`config.mk`:
```
export PLATFORM = sky130hd
export DESIGN_NAME = snn_tdm_scheduler
export DESIGN_NICKNAME = d
export VERILOG_FILES = /design/src/rtl/snn_tdm_scheduler.sv
export SDC_FILE = /design/constraint.sdc
export NUM_CORES = 1
export LEC_CHECK = 0
export ABC_AREA = 1
export CAP_MARGIN = 20
export CORE_UTILIZATION = 45
export DETAILED_ROUTE_END_ITERATION = 10
export PLACE_DENSITY = 0.68
export SETUP_SLACK_MARGIN = 0.2
export SLEW_MARGIN = 5
export SYNTH_ARGS = -nofsm -noshare
export SYNTH_HDL_FRONTEND = slang
export SYNTH_SLANG_ARGS = --single-unit
```
`constraint.sdc`:
```
create_clock -name clk -period 4.15 [get_ports clk]
set_input_delay 0.83 -clock clk [delete_from_list [all_inputs] [get_ports clk]]
set_output_delay 0.83 -clock clk [all_outputs]
set_load 0.02 [all_outputs]
```
`src/rtl/snn_tdm_scheduler.sv`:
```
// rtl/snn_tdm_scheduler.sv - time-multiplexed quadratic integrate-and-fire neuron sweep scheduler
// One update datapath serves all neurons; spikes are queued for a downstream router.
module snn_tdm_scheduler #(
  parameter int N_NEURONS  = 4,
  parameter int ID_W       = 2,
  parameter int THRESH     = 50,
  parameter int V_RESET    = -20,
  parameter int FIFO_DEPTH = 4
) (
  input  logic                   clk,
  input  logic                   rst_n,
  input  logic                   tick,
  input  logic [8*N_NEURONS-1:0] i_syn,
  output logic                   busy,
  output logic                   sweep_done,
  output logic                   spike_valid,
  output logic [ID_W-1:0]        spike_id,
  input  logic                   spike_ready,
  input  logic [ID_W-1:0]        v_rd_addr,
  output logic [7:0]             v_rd_data,
  output logic                   spike_ovf,
  output logic                   tick_miss
);

  localparam int PTR_W = $clog2(FIFO_DEPTH);

  typedef enum logic [1:0] {IDLE, LOAD, WRITE, DONE} state_t;

  state_t            state, state_nxt;
  logic [ID_W-1:0]   idx;
  logic signed [7:0] v_q, i_q;
  logic [7:0]        mem [N_NEURONS];

  logic [ID_W-1:0]   fifo [FIFO_DEPTH];
  logic [PTR_W-1:0]  wr_ptr, rd_ptr;
  logic [PTR_W:0]    count;

  logic                last_idx;
  logic                spike_hit;
  logic signed [11:0]  v_ext, i_ext, v_sh, sum;
  logic [7:0]          v_new;
  logic                pop, do_push;

  assign last_idx = (idx == ID_W'(N_NEURONS - 1));

  always_comb begin
    state_nxt  = state;
    busy       = (state != IDLE);
    sweep_done = (state == DONE);
    case (state)
      IDLE:    if (tick) state_nxt = LOAD;
      LOAD:    state_nxt = WRITE;
      WRITE:   state_nxt = last_idx ? DONE : LOAD;
      default: state_nxt = IDLE;
    endcase
  end

  // 12-bit signed arithmetic cannot overflow: |sum| stays below 400.
  always_comb begin
    v_ext     = 12'(v_q);
    i_ext     = 12'(i_q);
    v_sh      = v_ext >>> 3;
    sum       = v_ext + (i_ext >>> 2) + v_sh * v_sh;
    spike_hit = (state == WRITE) && (int'(v_q) >= THRESH);
    if (sum > 12'sd127)
      v_new = 8'd127;
    else if (sum < -12'sd128)
      v_new = 8'h80;
    else
      v_new = sum[7:0];
  end

  always_ff @(posedge clk or posedge rst_n) begin
    if (rst_n) begin
      state     <= IDLE;
      idx       <= '0;
      v_q       <= '0;
      i_q       <= '0;
      tick_miss <= 1'b0;
      for (int k = 0; k < N_NEURONS; k++) mem[k] <= '0;
    end else begin
      state <= state_nxt;
      if (tick && state != IDLE) tick_miss <= 1'b1;
      case (state)
        IDLE: if (tick) idx <= '0;
        LOAD: begin
          v_q <= mem[idx];
          i_q <= i_syn[int'(idx)*8 +: 8];
        end
        WRITE: begin
          mem[idx] <= spike_hit ? 8'(V_RESET) : v_new;
          if (!last_idx) idx <= idx + 1'b1;
        end
        default: ;
      endcase
    end
  end

  // A full FIFO still accepts a push when the head leaves in the same cycle.
  assign pop     = spike_valid && spike_ready;
  assign do_push = spike_hit && ((count < (PTR_W+1)'(FIFO_DEPTH)) || pop);

  always_ff @(posedge clk or posedge rst_n) begin
    if (rst_n) begin
      wr_ptr    <= '0;
      rd_ptr    <= '0;
      count     <= '0;
      spike_ovf <= 1'b0;
      for (int k = 0; k < FIFO_DEPTH; k++) fifo[k] <= '0;
    end else begin
      if (spike_hit && !do_push) spike_ovf <= 1'b1;
      if (do_push) begin
        fifo[wr_ptr] <= idx;
        wr_ptr       <= wr_ptr + 1'b1;
      end
      if (pop) rd_ptr <= rd_ptr + 1'b1;
      case ({do_push, pop})
        2'b10:   count <= count + 1'b1;
        2'b01:   count <= count - 1'b1;
        default: ;
      endcase
    end
  end

  assign spike_valid = (count != '0);
  assign spike_id    = fifo[rd_ptr];
  assign v_rd_data   = mem[v_rd_addr];

endmodule

```
==> flow_summary.ini, run 1 <==
[status]
status = finished with violations
violations = negative setup slack

[min_path]
hold_path_class = reg2reg

[yosys]
syn_area_um2 = 5230
syn_avg_cell_area_um2 = 7.63
synth_cell_types = 37
synthTopCellsByArea = dfrtp_1 32%, nand2_1 13%, fa_1 11%
synth_fp_nets = 791
synth_edf_count = 0
syn_inst = 685
synthArstFlopShare_pct = 100
synth_common_cells = 175 x nand2_1, 110 x inv_1, 77 x nor2_1
synth_top_area_cell = dfrtp_1
synth_top_area_share_pct = 32.1
ys_ff_latch = 67
yosysWarnings = 0
yosysMostFrequentCell = nand2_1
ys.flop_type = dfrtp_1
yosysSeqAreaShare_pct = 32.1

[global_route]
grtUsageMet3_pct = 3.85
grt_pass1_wl_mm = 21.6
overflow = 0
met2_usage_pct = 40.7
antenna_found_initial = 0
busiest_layer = met2
met1_usage_pct = 30.0
grt_usage_pct = 23.5
first_global_vias = 4625
grt_max_degree = 43

[floorplan]
initial_utilization_pct = 47.2
coreArea_um2 = 11100
num_rows = 38
fp.dieArea_um2 = 12000
die_height_um = 110
io-pin-count = 53
dieWidth_um = 110

[setup_path]
start_kind = flip-flop
cp_max_fo = 8
arrival_ns = 4.59
cp.buffers_inverters = 4
max_stage_delay_ns = 0.54
cp_cell_sequence = nand2_4 > buf_4 > fa_1 > inv_1 > fa_2 > fa_1 > fa_1 > ha_4 > nand2_1 > nand2_1 > inv_1 > nand2_2 > a21oi_2 > nand3_2 > nand2_4 > inv_4 > nand2_8 > nand3_4 > nand2_1 > nand2_1
critPathKind = reg2reg
required_ns = 4.38
critical-path-top-delay-family = adder cells
crit_top_cell = nand2_1
crit_slowest_cell = dfrtp_2
end_kind = flip-flop

[sta]
setup_viol = 32
slew_headroom_pct = 36.2
worst_slew_pin_slew_ns = 0.956
setup_ws_ns = -0.213
min_period_ns = 4.36
post-route-period-util_pct = 105
fmax_mhz = 229
slew_viol_final = 0
rsz0062_at_grt = true
hold_viol_final = 0
skew_ns = 0.0108

[clock_network]
ctsHtreeMaxLevel = 3
clock-sinks = 67
clk-insertion-delay-late_ns = 0.34
clockBufferDepth = 2
cts_tree = done
cts_made_buffers = 9
cts_root_buf = clkbuf_16
ctsHoldBuffers = 0
clkSlewWorstSetupHoldPaths_ns = 0.07

[placed_design]
port_buffers = 44
dp_hpwl_mm = 9.35
place.gp.congestion = 0.832

[finish]
final-seq-area_um2 = 1680
nets = 873
syn2layout_area_growth_pct = 28.8
multi_input_area_um2 = 3380
diodes = 0
utilization_pct = 60.7
drive_gt1_share_pct = 18.9
nFillCells = 948

[drt]
viasPerCell = 5.07
drtPass1Iterations = 5
drtIter0Drc = 240
routedWlPerCell_um = 14.1
antenna_left = 0
wl_mm = 12.9
drcViolationCount = 0
dr_total_vias = 4622

[job]
cap_violations = 0
## metal layers
metal / vias up / wire, µm
li1: 2317 / -
met1: 2184 / 5700
met2: 106 / 6470
met3: 15 / 558
met4: 0 / 159
met5: - / 0
## layout by cell type, fill, tap and decap left out, types with 2 or more instances in the layout
cell and instances:
nand2_1 141, inv_1 102, nor2_1 76, dfrtp_1 65
o21ai_0 57, clkdlybuf4s50_1 44, buf_4 40, nand2_2 32
ha_1 31, fa_1 27, nand3_1 20, o22ai_1 15
nand2_4 13, o21ai_1 11, ha_4 9, clkbuf_16 9
a31oi_1 8, nand3_4 7, xor2_1 7, inv_2 6
inv_4 6, a21oi_1 6, nand4_1 4, xnor2_1 4
a21oi_2 3, inv_8 3, nor2_4 2, a21o_1 2
nor2_2 2, clkinv_1 2, clkinv_4 2, dfrtp_2 2
## timing repair
item                       in CTS  in global routing
pin swaps                      14                 21
setup endpoints to repair      32                 32
buffers inserted                3                  4
resized for setup              22                 28
## stage by stage
stage | area, µm² | setup TNS [ns] | std cells | hold WS (ns) | setup WS (ns)
after floorplan | 5370 | 0 | 685 | 0.446 | 0.0871
after global placement | 6180 | -5.35 | 889 | 0.436 | -0.221
after detailed placement | 6180 | -7.92 | 889 | 0.457 | -0.313
after CTS | 6590 | -5.18 | 908 | 0.471 | -0.195
after global routing | 6730 | -12.57 | 912 | 0.487 | -0.428
final | 6730 | -5.48 | 912 | 0.472 | -0.213
## worst reg2reg max path: stages, from the launching register on
cell and delay [ns]:
dfrtp_2 0.54, nand2_4 0.13, buf_4 0.16, fa_1 0.47, inv_1 0.05, fa_2 0.53, fa_1 0.40, fa_1 0.54
ha_4 0.23, nand2_1 0.06, nand2_1 0.09, inv_1 0.10, nand2_2 0.07, a21oi_2 0.17, nand3_2 0.11, nand2_4 0.14
inv_4 0.07, nand2_8 0.13, nand3_4 0.13, nand2_1 0.09, nand2_1 0.06
## path summary, 6_finish.rpt
| check | slack (ns) | end | startpoint | depth (start not counted) |
|---|---|---|---|---|
| setup / recovery | -0.21 | mem[19] | v_q[7] | 20 |
| max in group asynchronous | 2.32 | v_q[6] | rst_n | 3 |
| hold / removal | 0.47 | tick_miss | tick_miss | 1 |
| min in group asynchronous | 0.85 | state[0] | rst_n | 2 |
| hold reg to reg | 0.47 | tick_miss | tick_miss | 1 |
| setup reg to reg | -0.21 | mem[19] | v_q[7] | 20 |
## kinds of logic after synthesis
kind of cell	after synthesis	share of synthesized area, %
fa+ha+maj	68	20.3
simple gates	300	24.3
flops	67	32.1
xor+xnor	11	1.84
buf+inv	130	9.53
compound gates	109	11.9
## sequential cells by signal, summed over array words and instances, names as in the netlist
register,cells
mem,32
fifo,8
v_q,8
i_q,6
count,3
idx,2
rd_ptr,2
state,2
wr_ptr,2
spike_ovf,1
tick_miss,1
## area by class of cell
type,instances,share of cell area [%]
clock buffer,9,3.35
clock inverter,7,1.00
inverter,116,6.69
multi-input combinational,488,50.2
sequential,67,25.0
tap,140,2.60
timing repair buffer,85,11.2
Power of run 1 is not shown: default switching activity piles up to over one toggle a cycle in this logic, so the estimate is an artifact.
==> run 2: changes to the inputs <==
SETUP_SLACK_MARGIN = unset   (was 0.2)
==> run 2 against run 1 <==
The flow still finishes with violations (negative setup slack). Clock skew about the same. First-iteration DRC count up 12%. Flip-flop and latch count unchanged. Sequential share of layout area up 0.11 points. Die area unchanged. Non-clock buffer count up 1. Register-to-register slack better by 0.03 ns. Hold slack worse by 0.020 ns. Final cell count up 0.11%. Critical path depth up 2. Routed wire length up 1.4%.
==> flow_summary.ini, run 2 (synthesis gave the netlist of run 1 again) <==
[min_path]
worstHoldEndpoint = tick_miss
holdCritStartpoint = tick_miss
hold_path_class = reg2reg
hold_depth = 1

[finish]
syn2layout_area_growth_pct = 28.2
nets = 874
drive_gt1_share_pct = 18.6
multi_input_area_um2 = 3350
final_common_cell = nand2_1
final-seq-area_um2 = 1680
reg_top3 = mem (32), fifo (8), v_q (8)
diodes = 0
final_cell_mix = 145 x nand2_1, 102 x inv_1, 76 x nor2_1
nFillCells = 962
top_register = mem
largest_reg_flops = 32

[sta]
min_period_ns = 4.33
fmax_mhz = 231
post-route-period-util_pct = 104
slew_viol_final = 0
worst_slew_pin_slew_ns = 1.03
hold_viol_final = 0
skew_ns = 0.0104
slew_headroom_pct = 31.0
setup_viol = 31
rsz0062_at_grt = true
setup_ws_ns = -0.180

[job]
cap_violations = 0

[floorplan]
io-pin-count = 53
num_rows = 38
fp.dieArea_um2 = 12000
coreArea_um2 = 11100
initial_utilization_pct = 47.2
dieWidth_um = 110
die_height_um = 110

[clock_network]
clockBufferDepth = 2
cts_made_buffers = 9
clk-insertion-delay-late_ns = 0.33
cts_tree = done
clock-sinks = 67
clkSlewWorstSetupHoldPaths_ns = 0.06
cts_root_buf = clkbuf_16
ctsHtreeMaxLevel = 3

[drt]
met1_length_mm = 5.45
dr.max_layer_used = met4
routedWlPerCell_um = 14.3
viasPerCell = 5.17
wl_met2_mm = 6.76
drcViolationCount = 0
dr_total_vias = 4719
drtPass1Iterations = 5
wl_mm = 13.1
wl_met3_um = 622
antenna_left = 0
drtIter0Drc = 269

[global_route]
antenna_found_initial = 0
first_global_vias = 4748
grt_max_degree = 48
grt_pass1_wl_mm = 21.6
overflow = 0
grt_usage_pct = 23.4

[setup_path]
required_ns = 4.37
critPathKind = reg2reg
regToRegSetupSlack_ns = -0.18
arrival_ns = 4.55
start_kind = flip-flop
r2r-end = mem[14]
reg2reg_from = v_q[7]
end_kind = flip-flop
worstRegToRegCells = 22
cp_max_fo = 8

[placed_design]
port_buffers = 44
pre_cts_slack_ns = -0.349
dp_hpwl_mm = 9.56
place.gp.congestion = 0.883

[status]
violations = negative setup slack
status = finished with violations
run 2: how the worst max path moves through the flow:
stage,cells after the start,end,from
after floorplan,22,mem[18],v_q[7]
after global placement,22,mem[22],v_q[7]
after detailed placement,22,mem[22],v_q[7]
after CTS,22,mem[22],v_q[7]
after global routing,23,mem[13],v_q[7]
final,22,mem[14],v_q[7]
run 2: repair_timing:
action,CTS,global route
hold buffers,0,0
setup endpoints to repair,32,32
endpoints found under the hold margin,0,0
gates resized for setup,20,44
setup buffers,2,2
pin swaps,9,23
run 2: metal layers:
layer / track usage (%) / up-vias
met1: 28.4 / 2262
li1: - / 2316
met3: 3.68 / 25
met4: 8.29 / 0
met2: 42.0 / 116
met5: 0 / -
run 2: layout make-up:
cell class	count	share of cell area (%)
Clock buffer	11	3.47
Clock inverter	5	0.803
Inverter	116	6.69
Multi-Input combinational cell	488	50.0
Sequential cell	67	25.1
Tap cell	140	2.61
Timing Repair Buffer	86	11.4
run 2: worst max-delay path, stage by stage, from the launching register on:
cell	delay [ns]
dfrtp_2	0.49
buf_6	0.15
fa_1	0.55
inv_1	0.06
fa_1	0.50
inv_1	0.05
fa_1	0.48
inv_1	0.05
fa_1	0.49
inv_2	0.04
ha_4	0.23
nand2_2	0.07
nand2_2	0.05
nand2_1	0.05
nand2_1	0.06
a21oi_2	0.16
nand3_2	0.12
nand2_4	0.14
nand2_4	0.11
nand2_2	0.09
nand3_4	0.11
nand2_1	0.09
nand2_1	0.06
run 2: metrics by stage:
| stage | std cells | util, % | hold WS (ns) | area (µm²) | setup TNS, ns |
|---|---|---|---|---|---|
| floorplan | 685 | - | 0.446 | 5280 | 0 |
| global placement | 893 | 55.2 | 0.437 | 6120 | -7.04 |
| detailed placement | 893 | 55.2 | 0.444 | 6120 | -9.46 |
| CTS | 911 | 58.9 | 0.457 | 6530 | -6.40 |
| global route | 913 | 60.5 | 0.485 | 6700 | -10.94 |
| finish | 913 | 60.5 | 0.452 | 6700 | -4.05 |
Power of run 2 is left out for the same reason.
